[src/rtl/fuzz_log_pkg.sv]
// fuzz_log_pkg: shared constants, header layout, record sizing and reader FSM states for the crash log
package fuzz_log_pkg;
  localparam logic [7:0] LOG_SYNC = 8'hA5;
  localparam int HDR_SYNC_LSB = 24;
  localparam int HDR_SEQ_LSB = 16;
  localparam int HDR_COV_LSB = 8;
  localparam int HDR_COL_BIT = 1;
  localparam int HDR_HANG_BIT = 0;
  typedef enum logic [1:0] {IDLE, LOAD, STREAM} log_state_t;
  function automatic int log_words(int iw, int ow);
    return 1 + iw / 32 + ow / 32;
  endfunction
  function automatic logic [31:0] log_header(logic [7:0] seq, logic [7:0] cov, logic col, logic hang);
    logic [31:0] h;
    h = '0;
    h[HDR_SYNC_LSB +: 8] = LOG_SYNC;
    h[HDR_SEQ_LSB +: 8] = seq;
    h[HDR_COV_LSB +: 8] = cov;
    h[HDR_COL_BIT] = col;
    h[HDR_HANG_BIT] = hang;
    return h;
  endfunction
endpackage

[src/rtl/log_fifo.sv]
// log_fifo: single-clock record FIFO (clk, rst, clr flush, push/din, pop/dout, count, full, empty); push while full succeeds when popping in the same cycle
module log_fifo #(
  parameter int WIDTH = 8,
  parameter int DEPTH = 8
) (
  input  logic                         clk,
  input  logic                         rst,
  input  logic                         clr,
  input  logic                         push,
  input  logic                         pop,
  input  logic [WIDTH-1:0]             din,
  output logic [WIDTH-1:0]             dout,
  output logic [$clog2(DEPTH+1)-1:0]   count,
  output logic                         full,
  output logic                         empty
);
  localparam int AW = $clog2(DEPTH);
  localparam int CW = $clog2(DEPTH+1);
  logic [WIDTH-1:0] mem [DEPTH];
  logic [AW-1:0] wp, rp;
  logic do_push, do_pop;
  assign full = count == CW'(DEPTH);
  assign empty = count == '0;
  assign do_pop = pop & ~empty;
  assign do_push = push & (~full | do_pop);
  assign dout = mem[rp];
  always_ff @(posedge clk)
    if (do_push) mem[wp] <= din;
  always_ff @(posedge clk or posedge rst)
    if (rst) begin
      wp <= '0;
      rp <= '0;
      count <= '0;
    end else if (clr) begin
      wp <= '0;
      rp <= '0;
      count <= '0;
    end else begin
      if (do_push) wp <= wp + 1'b1;
      if (do_pop) rp <= rp + 1'b1;
      count <= count + CW'(do_push) - CW'(do_pop);
    end
endmodule

[src/rtl/crash_log_reader.sv]
// crash_log_reader: latches alarm-edge crash records (alarms, coverage, error_input/output) into a FIFO and streams them as 32-bit words (rd_valid/rd_ready/rd_data/rd_last) with log_count, log_full, drop_count status
module crash_log_reader import fuzz_log_pkg::*; #(
  parameter int INPUT_WIDTH = 256,
  parameter int OUTPUT_WIDTH = 128,
  parameter int DEPTH = 8
) (
  input  logic                       clk,
  input  logic                       rst,
  input  logic                       clr,
  input  logic                       alarm_hang,
  input  logic                       alarm_collision,
  input  logic [7:0]                 coverage_score,
  input  logic [INPUT_WIDTH-1:0]     error_input,
  input  logic [OUTPUT_WIDTH-1:0]    error_output,
  output logic                       rd_valid,
  input  logic                       rd_ready,
  output logic [31:0]                rd_data,
  output logic                       rd_last,
  output logic [$clog2(DEPTH+1)-1:0] log_count,
  output logic                       log_full,
  output logic [7:0]                 drop_count
);
  localparam int W = log_words(INPUT_WIDTH, OUTPUT_WIDTH);
  localparam int DW = INPUT_WIDTH + OUTPUT_WIDTH;
  localparam int RW = 18 + DW;
  localparam int IXW = $clog2(W);
  logic hang_q, col_q, trig, pop, push_ok, fifo_empty;
  logic [7:0] seq;
  logic [RW-1:0] head;
  logic [W*32-1:0] sh;
  logic [IXW-1:0] idx;
  log_state_t state;
  assign trig = ((alarm_hang & ~hang_q) | (alarm_collision & ~col_q)) & ~clr;
  assign pop = (state == LOAD) & ~clr;
  assign push_ok = trig & (~log_full | pop);
  assign rd_data = sh[W*32-1 -: 32];
  log_fifo #(.WIDTH(RW), .DEPTH(DEPTH)) u_fifo (
    .clk(clk),
    .rst(rst),
    .clr(clr),
    .push(trig),
    .pop(pop),
    .din({alarm_collision, alarm_hang, coverage_score, seq, error_input, error_output}),
    .dout(head),
    .count(log_count),
    .full(log_full),
    .empty(fifo_empty)
  );
  always_ff @(posedge clk or posedge rst)
    if (rst) begin
      hang_q <= 1'b0;
      col_q <= 1'b0;
      seq <= '0;
      drop_count <= '0;
      state <= IDLE;
      idx <= '0;
      sh <= '0;
      rd_valid <= 1'b0;
      rd_last <= 1'b0;
    end else begin
      hang_q <= alarm_hang;
      col_q <= alarm_collision;
      if (clr) begin
        seq <= '0;
        drop_count <= '0;
        state <= IDLE;
        rd_valid <= 1'b0;
        rd_last <= 1'b0;
      end else begin
        if (push_ok) seq <= seq + 1'b1;
        else if (trig && drop_count != 8'hFF) drop_count <= drop_count + 1'b1;
        case (state)
          IDLE: if (!fifo_empty) state <= LOAD;
          LOAD: begin
            sh <= {log_header(head[RW-11 -: 8], head[RW-3 -: 8], head[RW-1], head[RW-2]), head[DW-1:0]};
            idx <= '0;
            rd_valid <= 1'b1;
            rd_last <= 1'b0;
            state <= STREAM;
          end
          STREAM: if (rd_ready) begin
            sh <= sh << 32;
            idx <= idx + 1'b1;
            rd_last <= idx == IXW'(W-2);
            if (rd_last) begin
              rd_valid <= 1'b0;
              rd_last <= 1'b0;
              state <= fifo_empty ? IDLE : LOAD;
            end
          end
          default: state <= IDLE;
        endcase
      end
    end
endmodule

[config.mk]
export PLATFORM = sky130hd
export DESIGN_NAME = crash_log_reader
export DESIGN_NICKNAME = d
export VERILOG_FILES = /design/src/rtl/fuzz_log_pkg.sv /design/src/rtl/log_fifo.sv /design/src/rtl/crash_log_reader.sv
export SDC_FILE = /design/constraint.sdc
export NUM_CORES = 2
export LEC_CHECK = 0
export BUFFER_PORTS_ARGS = -buffer_cell sky130_fd_sc_hd__buf_2
export CAP_MARGIN = 20
export CORE_MARGIN = 2
export CORE_UTILIZATION = 50
export CTS_CLUSTER_DIAMETER = 200
export DETAILED_ROUTE_END_ITERATION = 16
export GPL_TIMING_DRIVEN = 0
export HOLD_SLACK_MARGIN = 0.06
export PLACE_DENSITY = 0.75
export SYNTH_ARGS = -nofsm -noshare
export SYNTH_HDL_FRONTEND = slang
export SYNTH_SLANG_ARGS = --single-unit
export TNS_END_PERCENT = 20
[constraint.sdc]
create_clock -name clk -period 42.5 [get_ports clk]
set_input_delay 2.125 -clock clk [delete_from_list [all_inputs] [get_ports clk]]
set_output_delay 2.125 -clock clk [all_outputs]
set_load 0.03 [all_outputs]
**After elaboration in Yosys (flattened, before gate mapping)**

Memories as Yosys holds them, arrays and structs flattened.
Cells that the tools add are included.

- Output and inout port bits: 47
- Memories: 1
- Input port bits: 398
- Bits in registers: 452
- RAM bits: 3216

Memories:

| name | words | bits a word | rd ports | clocked after Yosys merged registers in | wr ports | line | text |
|---|---|---|---|---|---|---|---|
| u_fifo.mem | 8 | 402 | 1 | 0 | 1 | log_fifo.sv:19 | `logic [WIDTH-1:0] mem [DEPTH];` |

- Add/subtract/negate cells: 7
- Equal/unequal tests: 10
- Bitwise gates (word level): 15
- Mux-type cells: 30
- Reductions and logical operators: 14

Operators with widths:

| kind | number |
|---|---|
| one-hot mux 416 bit (2 select lines) | 1 |
| two-way mux 416 bit | 1 |
| two-way mux 8 bit | 5 |
| adder 8 x 1 -> 8 bit (second input constant) | 2 |
| two-way mux 3 bit | 4 |
| nonzero test 2 bit | 5 |
| two-way mux 1 bit | 9 |
| != test 3 bit (second input constant) | 3 |
| AND reduction 3 bit | 3 |
| == test 4 bit (second input constant) | 2 |
| two-way mux 2 bit | 4 |
| two-way mux 4 bit | 2 |
| != test 8 bit (second input constant) | 1 |
| one-hot mux 4 bit (2 select lines) | 1 |
| AND 1 bit | 7 |
| adder 3 x 1 -> 3 bit (second input constant) | 2 |
| one-hot mux 2 bit (3 select lines) | 1 |
| NOT 1 bit | 5 |
| adder 4 x 1 -> 4 bit | 1 |
| adder 4 x 1 -> 4 bit (second input constant) | 1 |
| logical NOT 4 bit | 1 |
| != test 2 bit (second input constant) | 2 |
| one-hot mux 1 bit (2 select lines) | 2 |
| AND reduction 2 bit | 2 |
| other kinds (7) | 9 |

**Longest topological paths before layout**

- Depth after elaboration: 8
- Depth in mapped cells: 12

**Modules after synthesis**

A second synthesis with hierarchy kept.

- Cells, all modules: 7018
- Area total of the unflattened synthesis: 141036.5 µm²

Modules (own cells, without submodules):

| module | times used | sequential area each (µm²) | area an instance (µm²) | cells an instance |
|---|---|---|---|---|
| log_fifo | 1 | 96822.9 | 121263.8 | 4731 |
| crash_log_reader | 1 | 11060.6 | 19772.7 | 2287 |

**Worst setup path after synthesis**

OpenSTA, ideal clock, no wires.

- Path kind: in2reg
- From: input clr
- To: memory u_fifo.mem[1][0] (netlist name) (enable)
- Data required time: 40.842 ns
- Library setup time: 1.658 ns
- Path slack: 10.813 ns
- Stages on the path: 5
- Arrival time: 30.029 ns
- Buffers on the path: 1
- Cells stage by stage: or3b_1 > buf_2 > o21ai_2 > nand3_1 > nor3_1

- Word-level cells in the longest chain between the ends: 7
- Elaborated cells on any way between the ends: 8

Ends and longest elaborated chain:

| what | line | text |
|---|---|---|
| start: declaration | crash_log_reader.sv:9 | `input logic clr,` |
| NOT 1 bit (no line) * | n/a |  |
| AND 1 bit | crash_log_reader.sv:34 | `assign pop = (state == LOAD) & ~clr;` |
| AND 1 bit | log_fifo.sv:24 | `assign do_pop = pop & ~empty;` |
| bitwise OR 1 bit | log_fifo.sv:25 | `assign do_push = push & (~full \| do_pop);` |
| AND 1 bit * | log_fifo.sv:25 |  |
| two-way mux 1 bit * | log_fifo.sv:28 | `if (do_push) mem[wp] <= din;` |
| two-way mux 1 bit (implied by the code) * | log_fifo.sv:28 |  |
| end: declaration | log_fifo.sv:19 |  |

Mark *: on every way between the ends. The rest lies on a longest branch, timed or not.

**Final worst setup path**

- From: input clr
- To: memory u_fifo.mem[1][21] (netlist name) (enable)

Same word-level chain as after synthesis.

==> out/results.ini <==
[clocking]
cts_root_buf = clkbuf_16
clock_sinks = 3668
post_cts_buffers = 0
cts_buffers = 362
clk_pin_slew_ps = 60
cts_tree = yes
ctsResizeCount = 0
clkLatencyLatePin_ps = 970
cts-htree-levels = 5
cts.path.max_buffers = 4
cts_hold_buffers = 0

[final_layout]
syn_to_final_growth_pct = 16.90
final_common_cell = edfxtp_1
layout-drive-gt1-share_pct = 28.48
final_cell_mix = edfxtp_1 (3216), mux4_2 (804), buf_2 (580)
layout.nets = 7947

[timing]
maxSlewViolCount = 0
finalHoldViolCount = 0
max_slew_margin_pct = 20.87
fin_skew_ps = 78.12
final.setup.tns_ps = 0
max_clock_freq_mhz = 194.8
worst_slew_pin_slew_ps = 1187
fin_crit_ps = 5133
setup_viol = 0
fin_crit_sh_pct = 12.08
setup_ws_ps = 37370
rsz0062_at_grt = no

[yosys]
synth_area_leaders = edfxtp_1 (70%), mux4_2 (13%), dfrtp_1 (8.2%)
synthArstFlopShare_pct = 12.32
netlist_area_um2 = 138100
yosysTopAreaCell = edfxtp_1
ys.flop_type = edfxtp_1
synth_top_area_share_pct = 69.92
synth-edff-count = 3216
synth.yosys.seq_area_share_pct = 78.11
synth_cell_type_count = 57
ys_seq_elements = 3668
synth_nets = 6903
synth.yosys.warnings = 0
syn_inst = 6493
synth_area_per_cell_um2 = 21.27

[detailed_routing]
wirelength_um = 366600
top_layer = met5
wl_met1_um = 132200
wire_per_inst_um = 31.53
ant_nets = 0
drcViolationCount = 0
viasPerCell = 6.206
dr.pass1.iters = 9
route.met2.wl_um = 173300
drtIter0Drc = 9421
vias = 72160
route.met3.wl_um = 40850

[setup_path]
reg2reg_from = state[0]
start_kind = input port
crit_type = in2reg
required_ps = 43110
worstRegToRegCells = 12
r2r_slack_ps = 38210
endpoint = u_fifo.mem[1][21]
startpoint = clr
crit_fanout = 10
cp_data_arrival_time_ps = 5750
r2r-end = u_fifo.mem[1][21]
cp-end-kind = flip-flop

[floorplan]
core_um2 = 274100
ios = 445
start_util_pct = 50.39
die_x_um = 529.6
dieArea_um2 = 280500
core.rowCount = 192
die_h_um = 529.6

[status]
outcome = finished, final reports clean

[global_routing]
grt_use_total_pct = 25.92
grt_pass1_vias = 72170
grt.overflow.total = 0
grt_pass1_wl_um = 519200
grt_max_degree = 124
antenna_found_initial = 197

[power_and_ir_drop]
total_power_uw = 8946
worst_ir_drop_vdd_mv = 0.03747
p_leak_uw = 0.05233
power.density_nw_per_um2 = 55.41

[hold_path]
hp-start = sh[377]
min_path_type = reg2reg

[place]
place_hpwl_um = 245800
io_buffers = 444
place_congestion = 0.9110
post-place-ws_ps = 36400

[flow_run]
maxCapViolations = 0

worst max-delay path, stage by stage:
cell and delay (ps):
buf_2 140, or3b_1 360, buf_2 310, o21ai_2 290, nand3_1 330, nor3_2 770, buf_6 250, buf_6 180
buf_6 200, buf_6 190, buf_8 170, buf_6 190, buf_6 180
power breakdown:
part | switching (uW) | internal (uW)
sequential | 242 | 4190
clock | 1380 | 1850
combinational | 748 | 533
worst min path at each step:
stage                         end  cells past startpoint
after detailed placement    sh[5]                      2
after floorplan             sh[0]                      2
after global routing      sh[409]                      1
after CTS                 sh[409]                      1
after global placement     sh[30]                      2
final                     sh[409]                      1
registers in the layout, summed over array words and instances (netlist names):
name,count
u_fifo.mem,3216
sh,416
drop_count,8
seq,8
idx,4
u_fifo.count,4
u_fifo.rp,3
u_fifo.wp,3
state,2
col_q,1
hang_q,1
rd_last,1
rd_valid,1
cell families after synthesis:
| group | after synthesis | synth area share, % |
|---|---|---|
| flops | 3668 | 78.11 |
| mux | 1056 | 14.94 |
| simple gates | 706 | 2.227 |
| compound gates | 613 | 3.100 |
| buf+inv | 431 | 1.470 |
| fa+ha+maj | 12 | 0.1141 |
| xor+xnor | 7 | 0.04439 |
synth_stat cells (11+ instances only):
cell type  instances
edfxtp_1        3216
mux4_2           804
dfrtp_1          452
nand2_1          326
mux2i_1          251
nand3_1          224
o211ai_1         215
o22ai_1          188
clkbuf_1         170
buf_2            135
a22oi_1          122
nor2_1           113
buf_4             61
buf_1             49
o21ai_0           38
a21oi_1           13
inv_1             12
ha_1              11
per-layer routing:
layer  global-route usage (%)  up-vias
met3                    7.712      869
li1                         -    29180
met5                        0        -
met2                    39.86     4220
met1                    33.78    37750
met4                    13.17      142
cell type report:
| type | instances | area [um^2] |
|---|---|---|
| diodes | 91 | 227.7 |
| plain buffers | 417 | 1979 |
| clock buffers | 493 | 9956 |
| clock inverters | 184 | 2183 |
| fillers | 18860 | 112600 |
| inverters | 14 | 60.06 |
| multi-input cells | 2394 | 28260 |
| flip-flops and latches | 3668 | 107900 |
| well taps | 3686 | 4612 |
| repair buffers | 680 | 6294 |
stage by stage:
stage	instances	area (um^2)	hold WS, ps	util [%]
floorplan	6493	138100	449.5	-
global placement	10620	145000	460.9	52.88
detailed placement	10860	149100	473.3	54.39
CTS	11540	161200	452.2	58.82
global route	11580	161400	477.4	58.86
finish	11630	161500	459.9	58.90
(Power assumes the default switching activity.)
